File: src/rtl/clkdv_pkg.sv
// Shared types and helpers for the clkdv_gen clock-divide generator.
package clkdv_pkg;

  typedef enum logic [1:0] {
    ST_LOCKING,
    ST_LOCKED,
    ST_SWITCH
  } state_e;

  localparam int MIN_DIVIDE = 2;

  // Fixed arithmetic width so the helper serves any DIV_WIDTH up to 16.
  localparam int CALC_WIDTH = 16;

  // Number of high cycles per CLKDV period for ratio n.
  function automatic logic [CALC_WIDTH-1:0] high_cycles(input logic [CALC_WIDTH-1:0] n,
                                                        input logic                  dcc_en);
    logic [CALC_WIDTH-1:0] h;
    h = dcc_en ? (n >> 1) : CALC_WIDTH'(1);
    return h;
  endfunction

endpackage

File: src/rtl/clkdv_phase_cnt.sv
// Phase counter for the divided clock: wraps every `ratio` cycles and
// produces registered CLKDV, its inverse and a period-start enable.
module clkdv_phase_cnt
  import clkdv_pkg::*;
#(
  parameter int DIV_WIDTH = 4
) (
  input  logic                 clk,
  input  logic                 rst,
  input  logic [DIV_WIDTH-1:0] ratio,
  input  logic                 dcc_en,
  output logic                 clkdv,
  output logic                 clkdv180,
  output logic                 clkdv_ce,
  output logic                 end_of_period
);

  logic [DIV_WIDTH-1:0]  cnt_q, cnt_d;
  logic                  clkdv_q, clkdv_d;
  logic                  clkdv180_q, clkdv180_d;
  logic                  ce_q, ce_d;
  logic [CALC_WIDTH-1:0] high;

  // NOTE: every always_comb output gets a value before any branch, so no latch is inferred.
  always_comb begin
    high          = high_cycles(CALC_WIDTH'(ratio), dcc_en);
    end_of_period = (cnt_q >= ratio - 1'b1);
    cnt_d         = end_of_period ? '0 : cnt_q + 1'b1;
    clkdv_d       = (CALC_WIDTH'(cnt_q) < high);
    clkdv180_d    = ~clkdv_d;
    ce_d          = (cnt_q == '0);
  end

  // NOTE: state registers use non-blocking assignments so all flops update together.
  always_ff @(posedge clk) begin
    if (rst) begin
      cnt_q      <= '0;
      clkdv_q    <= 1'b0;
      clkdv180_q <= 1'b1;
      ce_q       <= 1'b0;
    end else begin
      cnt_q      <= cnt_d;
      clkdv_q    <= clkdv_d;
      clkdv180_q <= clkdv180_d;
      ce_q       <= ce_d;
    end
  end

  assign clkdv    = clkdv_q;
  assign clkdv180 = clkdv180_q;
  assign clkdv_ce = ce_q;

endmodule

File: src/rtl/clkdv_gen.sv
// Runtime-reprogrammable clock-divide generator: ratio change handshake,
// lock tracking and a glitch-free switch at the divider period boundary.
module clkdv_gen
  import clkdv_pkg::*;
#(
  parameter int DIV_WIDTH             = 4,
  parameter int DEFAULT_DIVIDE        = 2,
  parameter int LOCK_CYCLES           = 16,
  parameter     DUTY_CYCLE_CORRECTION = "TRUE"
) (
  input  logic                 CLKIN,
  input  logic                 RST,
  input  logic                 DIV_REQ,
  input  logic [DIV_WIDTH-1:0] DIV_VAL,
  output logic                 DIV_ACK,
  output logic                 DIV_ERR,
  output logic [DIV_WIDTH-1:0] DIV_CUR,
  output logic                 CLKDV,
  output logic                 CLKDV180,
  output logic                 CLKDV_CE,
  output logic                 LOCKED
);

  localparam logic DCC_EN = (DUTY_CYCLE_CORRECTION == "TRUE");
  localparam int   LOCK_W = (LOCK_CYCLES > 2) ? $clog2(LOCK_CYCLES) : 1;
  localparam logic [LOCK_W-1:0] LOCK_LAST = LOCK_W'(LOCK_CYCLES - 1);

  state_e               state_q, state_d;
  logic [DIV_WIDTH-1:0] div_cur_q, div_cur_d;
  logic [DIV_WIDTH-1:0] pending_q, pending_d;
  logic [LOCK_W-1:0]    lock_cnt_q, lock_cnt_d;
  logic                 ack_q, ack_d;
  logic                 err_q, err_d;
  logic                 end_of_period;

  always_comb begin
    state_d    = state_q;
    div_cur_d  = div_cur_q;
    pending_d  = pending_q;
    lock_cnt_d = lock_cnt_q;
    ack_d      = 1'b0;
    err_d      = 1'b0;
    case (state_q)
      ST_LOCKING: begin
        if (lock_cnt_q == LOCK_LAST) state_d = ST_LOCKED;
        else                         lock_cnt_d = lock_cnt_q + 1'b1;
      end
      ST_LOCKED: begin
        if (DIV_REQ) begin
          ack_d = 1'b1;
          if (DIV_VAL < DIV_WIDTH'(MIN_DIVIDE)) begin
            err_d = 1'b1;
          end else begin
            pending_d = DIV_VAL;
            state_d   = ST_SWITCH;
          end
        end
      end
      ST_SWITCH: begin
        // Loading only on the wrap edge keeps the old period intact: no runt pulse.
        if (end_of_period) begin
          div_cur_d  = pending_q;
          lock_cnt_d = '0;
          state_d    = ST_LOCKING;
        end
      end
      default: state_d = ST_LOCKING;
    endcase
  end

  always_ff @(posedge CLKIN) begin
    if (RST) begin
      state_q    <= ST_LOCKING;
      div_cur_q  <= DIV_WIDTH'(DEFAULT_DIVIDE);
      pending_q  <= '0;
      lock_cnt_q <= '0;
      ack_q      <= 1'b0;
      err_q      <= 1'b0;
    end else begin
      state_q    <= state_d;
      div_cur_q  <= div_cur_d;
      pending_q  <= pending_d;
      lock_cnt_q <= lock_cnt_d;
      ack_q      <= ack_d;
      err_q      <= err_d;
    end
  end

  clkdv_phase_cnt #(
    .DIV_WIDTH(DIV_WIDTH)
  ) u_phase_cnt (
    .clk          (CLKIN),
    .rst          (RST),
    .ratio        (div_cur_q),
    .dcc_en       (DCC_EN),
    .clkdv        (CLKDV),
    .clkdv180     (CLKDV180),
    .clkdv_ce     (CLKDV_CE),
    .end_of_period(end_of_period)
  );

  assign DIV_ACK = ack_q;
  assign DIV_ERR = err_q;
  assign DIV_CUR = div_cur_q;
  assign LOCKED  = (state_q == ST_LOCKED);

endmodule

File: config.mk
export PLATFORM = sky130hd
export DESIGN_NAME = clkdv_gen
export DESIGN_NICKNAME = d
export VERILOG_FILES = /design/src/rtl/clkdv_pkg.sv /design/src/rtl/clkdv_phase_cnt.sv /design/src/rtl/clkdv_gen.sv
export SDC_FILE = /design/constraint.sdc
export NUM_CORES = 1
export LEC_CHECK = 0
export BUFFER_PORTS_ARGS = -buffer_cell sky130_fd_sc_hd__buf_4
export CAP_MARGIN = 20
export CORE_UTILIZATION = 55
export CTS_BUF_LIST = sky130_fd_sc_hd__clkbuf_4
export DETAILED_ROUTE_END_ITERATION = 7
export PLACE_DENSITY = 0.81
export SLEW_MARGIN = 20
export SYNTH_ARGS = -nofsm -noshare
export SYNTH_HDL_FRONTEND = slang
export SYNTH_SLANG_ARGS = --single-unit
File: constraint.sdc
create_clock -name CLKIN -period 4.1 [get_ports CLKIN]
set_input_delay 0.82 -clock CLKIN [delete_from_list [all_inputs] [get_ports CLKIN]]
set_output_delay 0.82 -clock CLKIN [all_outputs]
set_load 0.1 [all_outputs]
==> impl_metrics.env, run 1 <==
export IMPL_cts_made_buffers=3
export IMPL_final_nets=155
export IMPL_drv_cap=0
export IMPL_highest_layer="met4"
export IMPL_worstSkewPairLatency_ps=300
export IMPL_yosysTopAreaCellShare_pct=40.89
export IMPL_synth_top_cells_by_area="dfxtp_1 41%, ha_1 11%, mux2i_1 5.3%"
export IMPL_portBuffers=16
export IMPL_drtAntennaViolNets=0
export IMPL_worstSetupStartpointType="register"
export IMPL_drive_gt1_share_pct=18.25
export IMPL_ir_drop_uv=296.3
export IMPL_yosysTopAreaCell="dfxtp_1"
export IMPL_gp_congestion=0.7799
export IMPL_worstPathArrival_ps=1350
export IMPL_die_h_um=47.25
export IMPL_viasPerCell=5.335
export IMPL_met2WireLength_um=970
export IMPL_sequentialPowerShare_pct=44.0
export IMPL_cp_required_ps=3280
export IMPL_crit_path_end_kind="output pin"
export IMPL_overflow=0
export IMPL_fp_dieW_um=47.25
export IMPL_synth_distinct_cells=35
export IMPL_drv_slew=0
export IMPL_setup_tns_ps=0
export IMPL_yosysWarnings=0
export IMPL_start_util_pct=57.99
export IMPL_die_area_um2=2233
export IMPL_layout_commonest_cell="dfxtp_1"
export IMPL_period_needed_ps=2170
export IMPL_path_class="reg2out"
export IMPL_critPathTopFamily="flip-flops"
export IMPL_hold_ws_ps=488.2
export IMPL_synth_nets=138
export IMPL_relSlewSlack_pct=72.04
export IMPL_sw_frac_of_total_pct=38.43
export IMPL_cts_resized=0
export IMPL_crit_path_cell_trace="nor2b_1 -> buf_4"
export IMPL_hold_viol=0
export IMPL_hp_class="reg2reg"
export IMPL_synthesis_area_um2=1126
export IMPL_internal_power_uw=371.8
export IMPL_rsz0062_at_grt="no"
export IMPL_grt_use_total_pct=19.84
export IMPL_grt_max_degree=27
export IMPL_pwr_share_clk_pct=17.7
export IMPL_status="complete, no violations"
export IMPL_seq_area_frac_synth_pct=40.89
export IMPL_drcViolationCount=0
export IMPL_tightest_slew_ps=417.5
export IMPL_synthCells=121
export IMPL_grt_pass1_vias=794
export IMPL_finalCritPeriodShare_pct=52.94
export IMPL_cts_sinks=23
export IMPL_core_area_um2=1942
export IMPL_cts_hold_buf=0
export IMPL_htree_levels=1
export IMPL_placed_area_um2=1265
export IMPL_p_leak_uw=0.0005511
export IMPL_fin_area_um2=1295
export IMPL_n_antenna_cell=0
export IMPL_cts_root_buf="clkbuf_4"
export IMPL_grt_pass1_wl_um=3167
export IMPL_area_growth_syn_to_layout_pct=15.00
export IMPL_finalSetupViolations=0
export IMPL_antenna_found_initial=0
export IMPL_rows=16
export IMPL_clkSlewWorstSetupHoldPaths_ps=110
export IMPL_layout_common_cells="23 x dfxtp_1, 16 x buf_4, 10 x ha_1"
export IMPL_wl_met1_um=895
export IMPL_wl_um=1955
export IMPL_met3WireLength_um=63
export IMPL_synth_ff_latch_count=23
export IMPL_switchingPower_uw=232.0
export IMPL_wire_per_inst_um=11.92
export IMPL_powerDensity_nw_per_um2=466.3
export IMPL_max_freq_ghz=0.4607
export IMPL_hpwl_um=1471
export IMPL_io_pin_count=17
export IMPL_first_pass_iters=4
export IMPL_post_cts_buffers=0
export IMPL_syn_area_per_cell_um2=9.306
export IMPL_vias=875
export IMPL_slowest_stage="dfxtp_1"
export IMPL_pwr_share_comb_pct=38.3
export IMPL_first_iter_violations=9
export IMPL_cp_max_fo=13
export IMPL_worst_path_buf_inv=1
export IMPL_timing_clock_skew_ps=2.221
export IMPL_cts_tree="done"
export IMPL_slowest_delay_ps=580
export IMPL_cts_buffer_depth=2
[flip-flops by register name, indices dropped and copies added, names as in the netlist]
register and cells:
DIV_ACK 1, DIV_CUR 4, DIV_ERR 1, lock_cnt_q 4, pending_q 4, state_q 2
u_phase_cnt.clkdv 1, u_phase_cnt.clkdv180 1, u_phase_cnt.clkdv_ce 1, u_phase_cnt.cnt_q 4
[path summary, 6_finish.rpt]
kind	start	slack, ps	cells after the start	to
hold reg to reg	pending_q[3]	490	2	DIV_CUR[3]
setup reg to reg	DIV_CUR[0]	1940	8	DIV_CUR[0]
hold / removal	pending_q[3]	490	2	DIV_CUR[3]
setup / recovery	state_q[0]	1930	2	LOCKED
[area by class of cell]
class                      instances  area (µm²)
timing repair buffer              16       120.1
sequential                        23       460.4
inverter                           9       33.78
fill                             166       646.9
tap                               27       33.78
multi-input combinational         85       616.8
clock buffer                       4       30.03
[tightest hold or removal path, delay by kind of cell (launching register included)]
kind | cells | cell delay, ps
DFF | 1 | 330
and+or+nand+nor | 1 | 60
muxes | 1 | 60
[synthesized netlist by cell type]
cell type	n
and3b_1	1
or3b_4	1
nor4_1	1
nor4b_1	1
dfxtp_1	23
a31oi_1	2
xor2_1	1
a22oi_1	2
nand2_1	3
o21ai_0	7
xnor2_1	3
clkbuf_1	4
nor3b_1	1
mux2i_1	6
o211a_1	1
a21oi_1	5
and2_1	1
ha_1	10
and4_1	1
nor3b_2	1
o22ai_1	1
nor2b_1	3
nand2b_1	6
inv_1	8
a211oi_2	1
o21a_1	1
nor3_1	7
nor2_1	7
inv_2	1
nand3_1	3
or3_1	3
a21o_1	2
a41o_1	1
a21oi_2	1
and3_1	1
[metrics by stage]
stage	power, µW	std cells	setup slack, ps	utilization, %
6_report	603.9	164	1930	66.69
5_1_grt	640.9	164	1705	66.69
4_1_cts	611.6	164	1915	66.69
3_5_place_dp	502.9	160	1966	65.14
3_3_place_gp	498.4	160	2051	65.14
2_1_floorplan	456.7	121	1284	-
[cell families after synthesis]
kind of cell / after synthesis / share of synthesized area [%]
buffers and inverters: 13 / 4.333
muxes: 6 / 5.334
adders and majority gates: 10 / 11.11
AOI/OAI and AO/OA: 24 / 14.00
and+or+nand+nor: 41 / 21.22
DFF: 23 / 40.89
xor gates and xnor gates: 4 / 3.112
[layer usage]
metal / track usage (%) / vias to the layer above
li1: - / 461
met1: 23.72 / 391
met2: 36.16 / 18
met3: 2.308 / 5
met4: 6.857 / 0
met5: 0 / -
[power groups by stage]
stage / combinational, µW / sequential [µW] / clock [µW]
floorplan: 100 / 356 / 0
global placement: 228 / 270 / 0
detailed placement: 232 / 271 / 0
CTS: 234 / 266 / 112
global route: 253 / 270 / 118
finish: 231 / 266 / 107
Power figures use the tool's default switching activity.
==> run 2: changes to the inputs <==
==> constraint.sdc (replaced) <==
create_clock -name CLKIN -period 2 [get_ports CLKIN]
set_input_delay 0.4 -clock CLKIN [delete_from_list [all_inputs] [get_ports CLKIN]]
set_output_delay 0.4 -clock CLKIN [all_outputs]
set_load 0.1 [all_outputs]
==> run 2 against run 1 <==
Clock skew shrank 0.60 ps. Flip-flop and latch count is the same. Die area is the same. Non-clock buffer count grew 1. Sequential power grew 100%. Critical endpoint is now state_q[1].
==> impl_metrics.env, run 2 (same netlist as run 1, synthesis figures left out) <==
export IMPL_worstSkewPairLatency_ps=300
export IMPL_first_iter_violations=12
export IMPL_rows=16
export IMPL_cts_made_buffers=3
export IMPL_n_antenna_cell=0
export IMPL_grt_use_total_pct=21.16
export IMPL_hpwl_um=1586
export IMPL_final_nets=156
export IMPL_timing_clock_skew_ps=1.616
export IMPL_cts_resized=0
export IMPL_htree_levels=1
export IMPL_cts_buffer_depth=2
export IMPL_layout_commonest_cell="dfxtp_1"
export IMPL_place_inst=161
export IMPL_wire_per_inst_um=13.16
export IMPL_fin_cells=165
export IMPL_wl_um=2171
export IMPL_overflow=0
export IMPL_die_h_um=47.25
export IMPL_crit_path_end_kind="register"
export IMPL_critPathTopFamily="simple AND/OR/NAND/NOR gates"
export IMPL_ir_drop_uv=696.5
export IMPL_place_ws_ps=64.25
export IMPL_drv_slew=0
export IMPL_post_cts_buffers=0
export IMPL_portBuffers=16
export IMPL_hp_class="in2reg"
export IMPL_grt_max_degree=27
export IMPL_worstSetupStartpointType="register"
export IMPL_period_needed_ps=1956
export IMPL_crit_path_cell_trace="inv_4 -> ha_4 -> ha_4 -> or3b_4 -> a21o_1 -> or3_4 -> a21oi_2"
export IMPL_slowest_stage="dfxtp_4"
export IMPL_clkSlewWorstSetupHoldPaths_ps=120
export IMPL_first_pass_iters=4
export IMPL_io_pin_count=17
export IMPL_die_area_um2=2233
export IMPL_area_growth_syn_to_layout_pct=20.89
export IMPL_drive_gt1_share_pct=26.81
export IMPL_crit_top_cell="ha_4"
export IMPL_fp_dieW_um=47.25
export IMPL_relSlewSlack_pct=70.20
export IMPL_max_freq_ghz=0.5113
export IMPL_tightest_slew_ps=446.4
export IMPL_grt_pass1_wl_um=3408
export IMPL_powerDensity_nw_per_um2=953.7
export IMPL_finalCritPeriodShare_pct=97.78
export IMPL_start_util_pct=57.99
export IMPL_grt_pass1_vias=803
export IMPL_path_class="reg2reg"
export IMPL_antenna_found_initial=0
export IMPL_cp_max_fo=4
export IMPL_worstPathArrival_ps=2200
export IMPL_cp_required_ps=2240
export IMPL_fin_util_pct=70.10
export IMPL_drv_cap=0
export IMPL_gp_congestion=0.7997
export IMPL_rsz0062_at_grt="yes"
export IMPL_layout_common_cells="19 x dfxtp_1, 17 x buf_4, 8 x ha_1"
export IMPL_drcViolationCount=0
export IMPL_worst_path_buf_inv=1
export IMPL_viasPerCell=5.564
export IMPL_status="complete, no violations"
export IMPL_finalSetupViolations=0
export IMPL_vias=918
export IMPL_cts_root_buf="clkbuf_4"
export IMPL_hold_viol=0
export IMPL_cts_hold_buf=0
export IMPL_drtAntennaViolNets=0
export IMPL_p_leak_uw=0.0005620
export IMPL_cts_sinks=23
export IMPL_core_area_um2=1942
export IMPL_slowest_delay_ps=390
export IMPL_setup_ws_ps=44.30
export IMPL_cts_tree="done"
==> run 2: changes by cell type in the layout (fill, tap and decap cells not counted), moves of 2 or more <==
cell,before,now
dfxtp_4,0,3
ha_4,0,2
inv_1,8,6
ha_1,10,8
dfxtp_1,23,19
==> run 2: routing by layer <==
layer / vias up / track usage, % / routed length [µm] / part of all wire [%]
met1: 442 / 26.45 / 994 / 46
met4: 0 / 3.429 / 0 / 0
met5: - / 0 / 0 / 0
met2: 16 / 37.53 / 1113 / 51
met3: 0 / 4.615 / 63 / 2.9
li1: 460 / - / - / -
==> run 2: cell type report <==
class                           instances  area [µm²]
Fill cell                             172       580.6
Multi-Input combinational cell         85       660.6
Inverter                                9       36.28
Tap cell                               27       33.78
Sequential cell                        23       473.0
Timing Repair Buffer                   17       127.6
Clock buffer                            4       30.03
==> run 2: per-stage QoR <==
step                      cell area, µm²  total power, µW  hold slack, ps  TNS, ps
after floorplan                     1165            944.0           440.9   -344.2
after global placement              1311             1059           458.2        0
after detailed placement            1311             1079           461.6        0
after CTS                           1341             1301           322.4        0
after global routing                1361             1387           324.6   -222.6
final                               1361             1298           331.0        0
==> run 2: path summary, 6_finish.rpt <==
path,start,to,slack [ps],cells after the start
max,DIV_CUR[0],state_q[1],40,7
min,DIV_VAL[0],pending_q[0],330,3
max reg2reg,DIV_CUR[0],state_q[1],40,7
min reg2reg,pending_q[3],DIV_CUR[3],480,2
==> run 2: power breakdown <==
group / total, µW / switching (µW) / internal, µW
Sequential: 544 / 40.0 / 504
Combinational: 534 / 328 / 206
Clock: 220 / 129 / 91.1
==> run 2: worst register-to-register path, stage by stage, from the launching register on <==
cell,delay [ps]
dfxtp_4,390
inv_4,40
ha_4,240
ha_4,160
or3b_4,390
a21o_1,220
or3_4,330
a21oi_2,120
==> run 3: changes to the inputs <==
--- a/config.mk
+++ b/config.mk
@@ -7,6 +7,7 @@
 export LEC_CHECK = 0
 export BUFFER_PORTS_ARGS = -buffer_cell sky130_fd_sc_hd__buf_4
 export CAP_MARGIN = 20
+export CORE_ASPECT_RATIO = 1.5
 export CORE_UTILIZATION = 55
 export CTS_BUF_LIST = sky130_fd_sc_hd__clkbuf_4
 export DETAILED_ROUTE_END_ITERATION = 7
==> run 3 against run 2 <==
Hold slack lost 4.8 ps. Critical path type unchanged. Sequential power decreased by 2%. Setup slack lost 8.4 ps. Combinational power rose by 2%.
==> impl_metrics.env, run 3 (same netlist as run 1, synthesis figures left out) <==
export IMPL_reg2reg_to="state_q[1]"
export IMPL_crit_path_end_kind="register"
export IMPL_tightest_slew_ps=436.7
export IMPL_drive_gt1_share_pct=27.86
export IMPL_crit_path_cell_trace="inv_4 -> ha_4 -> ha_2 -> or3b_4 -> a21o_1 -> or3_1 -> a21oi_2"
export IMPL_cp_required_ps=2250
export IMPL_first_iter_violations=14
export IMPL_start_util_pct=59.96
export IMPL_drtAntennaViolNets=0
export IMPL_die_area_um2=2236
export IMPL_ir_drop_uv=577.9
export IMPL_sw_frac_of_total_pct=38.28
export IMPL_placed_area_um2=1311
export IMPL_relSlewSlack_pct=70.85
export IMPL_final_fill_count=149
export IMPL_cts_made_buffers=3
export IMPL_antenna_found_initial=0
export IMPL_min_from="DIV_VAL[0]"
export IMPL_n_antenna_cell=0
export IMPL_grt_pass1_wl_um=3643
export IMPL_powerDensity_nw_per_um2=951.5
export IMPL_portBuffers=16
export IMPL_grt_pass1_vias=888
export IMPL_first_pass_iters=4
export IMPL_timing_rr_start="DIV_CUR[0]"
export IMPL_die_h_um=57.42
export IMPL_overflow=0
export IMPL_timing_clock_skew_ps=4.306
export IMPL_vias=904
export IMPL_htree_levels=1
export IMPL_slowest_delay_ps=400
export IMPL_grt_use_total_pct=22.76
export IMPL_fp_dieW_um=38.95
export IMPL_path_class="reg2reg"
export IMPL_drcViolationCount=0
export IMPL_switchingPower_uw=498.1
export IMPL_pwr_share_clk_pct=17.0
export IMPL_hp_class="in2reg"
export IMPL_final_nets=158
export IMPL_rsz0062_at_grt="yes"
export IMPL_regArea_um2=473.0
export IMPL_r2r_cells=7
export IMPL_cp_max_fo=4
export IMPL_slowest_stage="dfxtp_4"
export IMPL_met3WireLength_um=41
export IMPL_period_needed_ps=1964
export IMPL_wl_met1_um=936
export IMPL_io_pin_count=17
export IMPL_cts_tree="done"
export IMPL_grt_max_degree=27
export IMPL_sequentialPowerShare_pct=41.1
export IMPL_area_growth_syn_to_layout_pct=21.44
export IMPL_viasPerCell=5.615
export IMPL_cts_buffer_depth=2
export IMPL_hold_ws_ps=326.2
export IMPL_cts_hold_buf=0
export IMPL_gp_congestion=0.6706
export IMPL_layout_common_cells="19 x dfxtp_1, 19 x buf_4, 8 x ha_1"
export IMPL_reg2reg_slack_ps=40
export IMPL_drv_cap=0
export IMPL_rows=19
export IMPL_worstPathArrival_ps=2220
export IMPL_multi_input_area_um2=659.4
export IMPL_internal_power_uw=803.2
export IMPL_pwr_share_comb_pct=41.9
export IMPL_worstSkewPairLatency_ps=300
export IMPL_cts_root_buf="clkbuf_4"
export IMPL_drv_slew=0
export IMPL_wl_um=2128
export IMPL_met2WireLength_um=1123
export IMPL_worstSetupStartpointType="register"
export IMPL_core_area_um2=1878
export IMPL_finalSetupViolations=0
export IMPL_clkSlewWorstSetupHoldPaths_ps=120
export IMPL_cts_sinks=23
export IMPL_highest_layer="met4"
export IMPL_p_leak_uw=0.0005684
export IMPL_hpwl_um=1580
export IMPL_finalCritPeriodShare_pct=98.21
export IMPL_hold_viol=0
export IMPL_wire_per_inst_um=13.22
export IMPL_status="complete, no violations"
export IMPL_holdPathEnd="pending_q[0]"
export IMPL_holdPathStages=3
export IMPL_fin_util_pct=72.82
export IMPL_fin_area_um2=1368
export IMPL_max_freq_ghz=0.5091
run 3: repair_timing:
action,4_1_cts,5_1_grt
hold endpoints to repair,0,0
setup endpoints to repair,0,9
gates resized for setup,0,3
buffers inserted,0,1
run 3: worst max path at each step:
| stage | from | to | slack, ps | cells after the start |
|---|---|---|---|---|
| finish | DIV_CUR[0] | state_q[1] | 40 | 7 |
| global route | DIV_CUR[1] | DIV_CUR[2] | -50 | 8 |
| CTS | DIV_CUR[0] | DIV_CUR[2] | 30 | 7 |
| detailed placement | DIV_CUR[0] | DIV_CUR[2] | 70 | 7 |
| global placement | DIV_CUR[0] | state_q[1] | 90 | 7 |
| floorplan | DIV_CUR[0] | state_q[1] | -120 | 7 |
run 3: layout make-up:
type	instances	area share, %
tap	21	1.921
inverter	9	2.653
sequential	23	34.58
multi-input combinational	85	48.22
timing repair buffer	19	10.43
clock buffer	4	2.196
run 3: power by group through the flow:
stage               registers [µW]  clock network (µW)  logic [µW]
floorplan                      727                   0         217
global placement               543                   0         532
finish                         535                 221         545
global route                   543                 243         589
detailed placement             546                   0         545
CTS                            535                 231         546
run 3: stage by stage:
stage,worst slack (ps),instances,power (µW),TNS [ps]
after floorplan,-124.4,121,944.0,-344.2
after global placement,90.10,156,1075,0
after detailed placement,68.76,156,1091,0
after CTS,30.34,160,1313,0
after global routing,-51.78,161,1375,-213.1
final,35.86,161,1301,0
run 3: routing by layer:
layer / track usage (%) / up-vias
li1: - / 464
met1: 26.62 / 423
met2: 39.52 / 13
met3: 2.335 / 4
met4: 10.34 / 0
met5: 0 / -
run 3: critical path, delay by kind of cell (launching register included):
family	cells	cell delay (ps)
AO/OA/AOI/OAI	2	340
buffers and inverters	1	40
flip-flops	1	400
adder cells (fa/ha/maj)	2	400
AND/OR/NAND/NOR	2	730
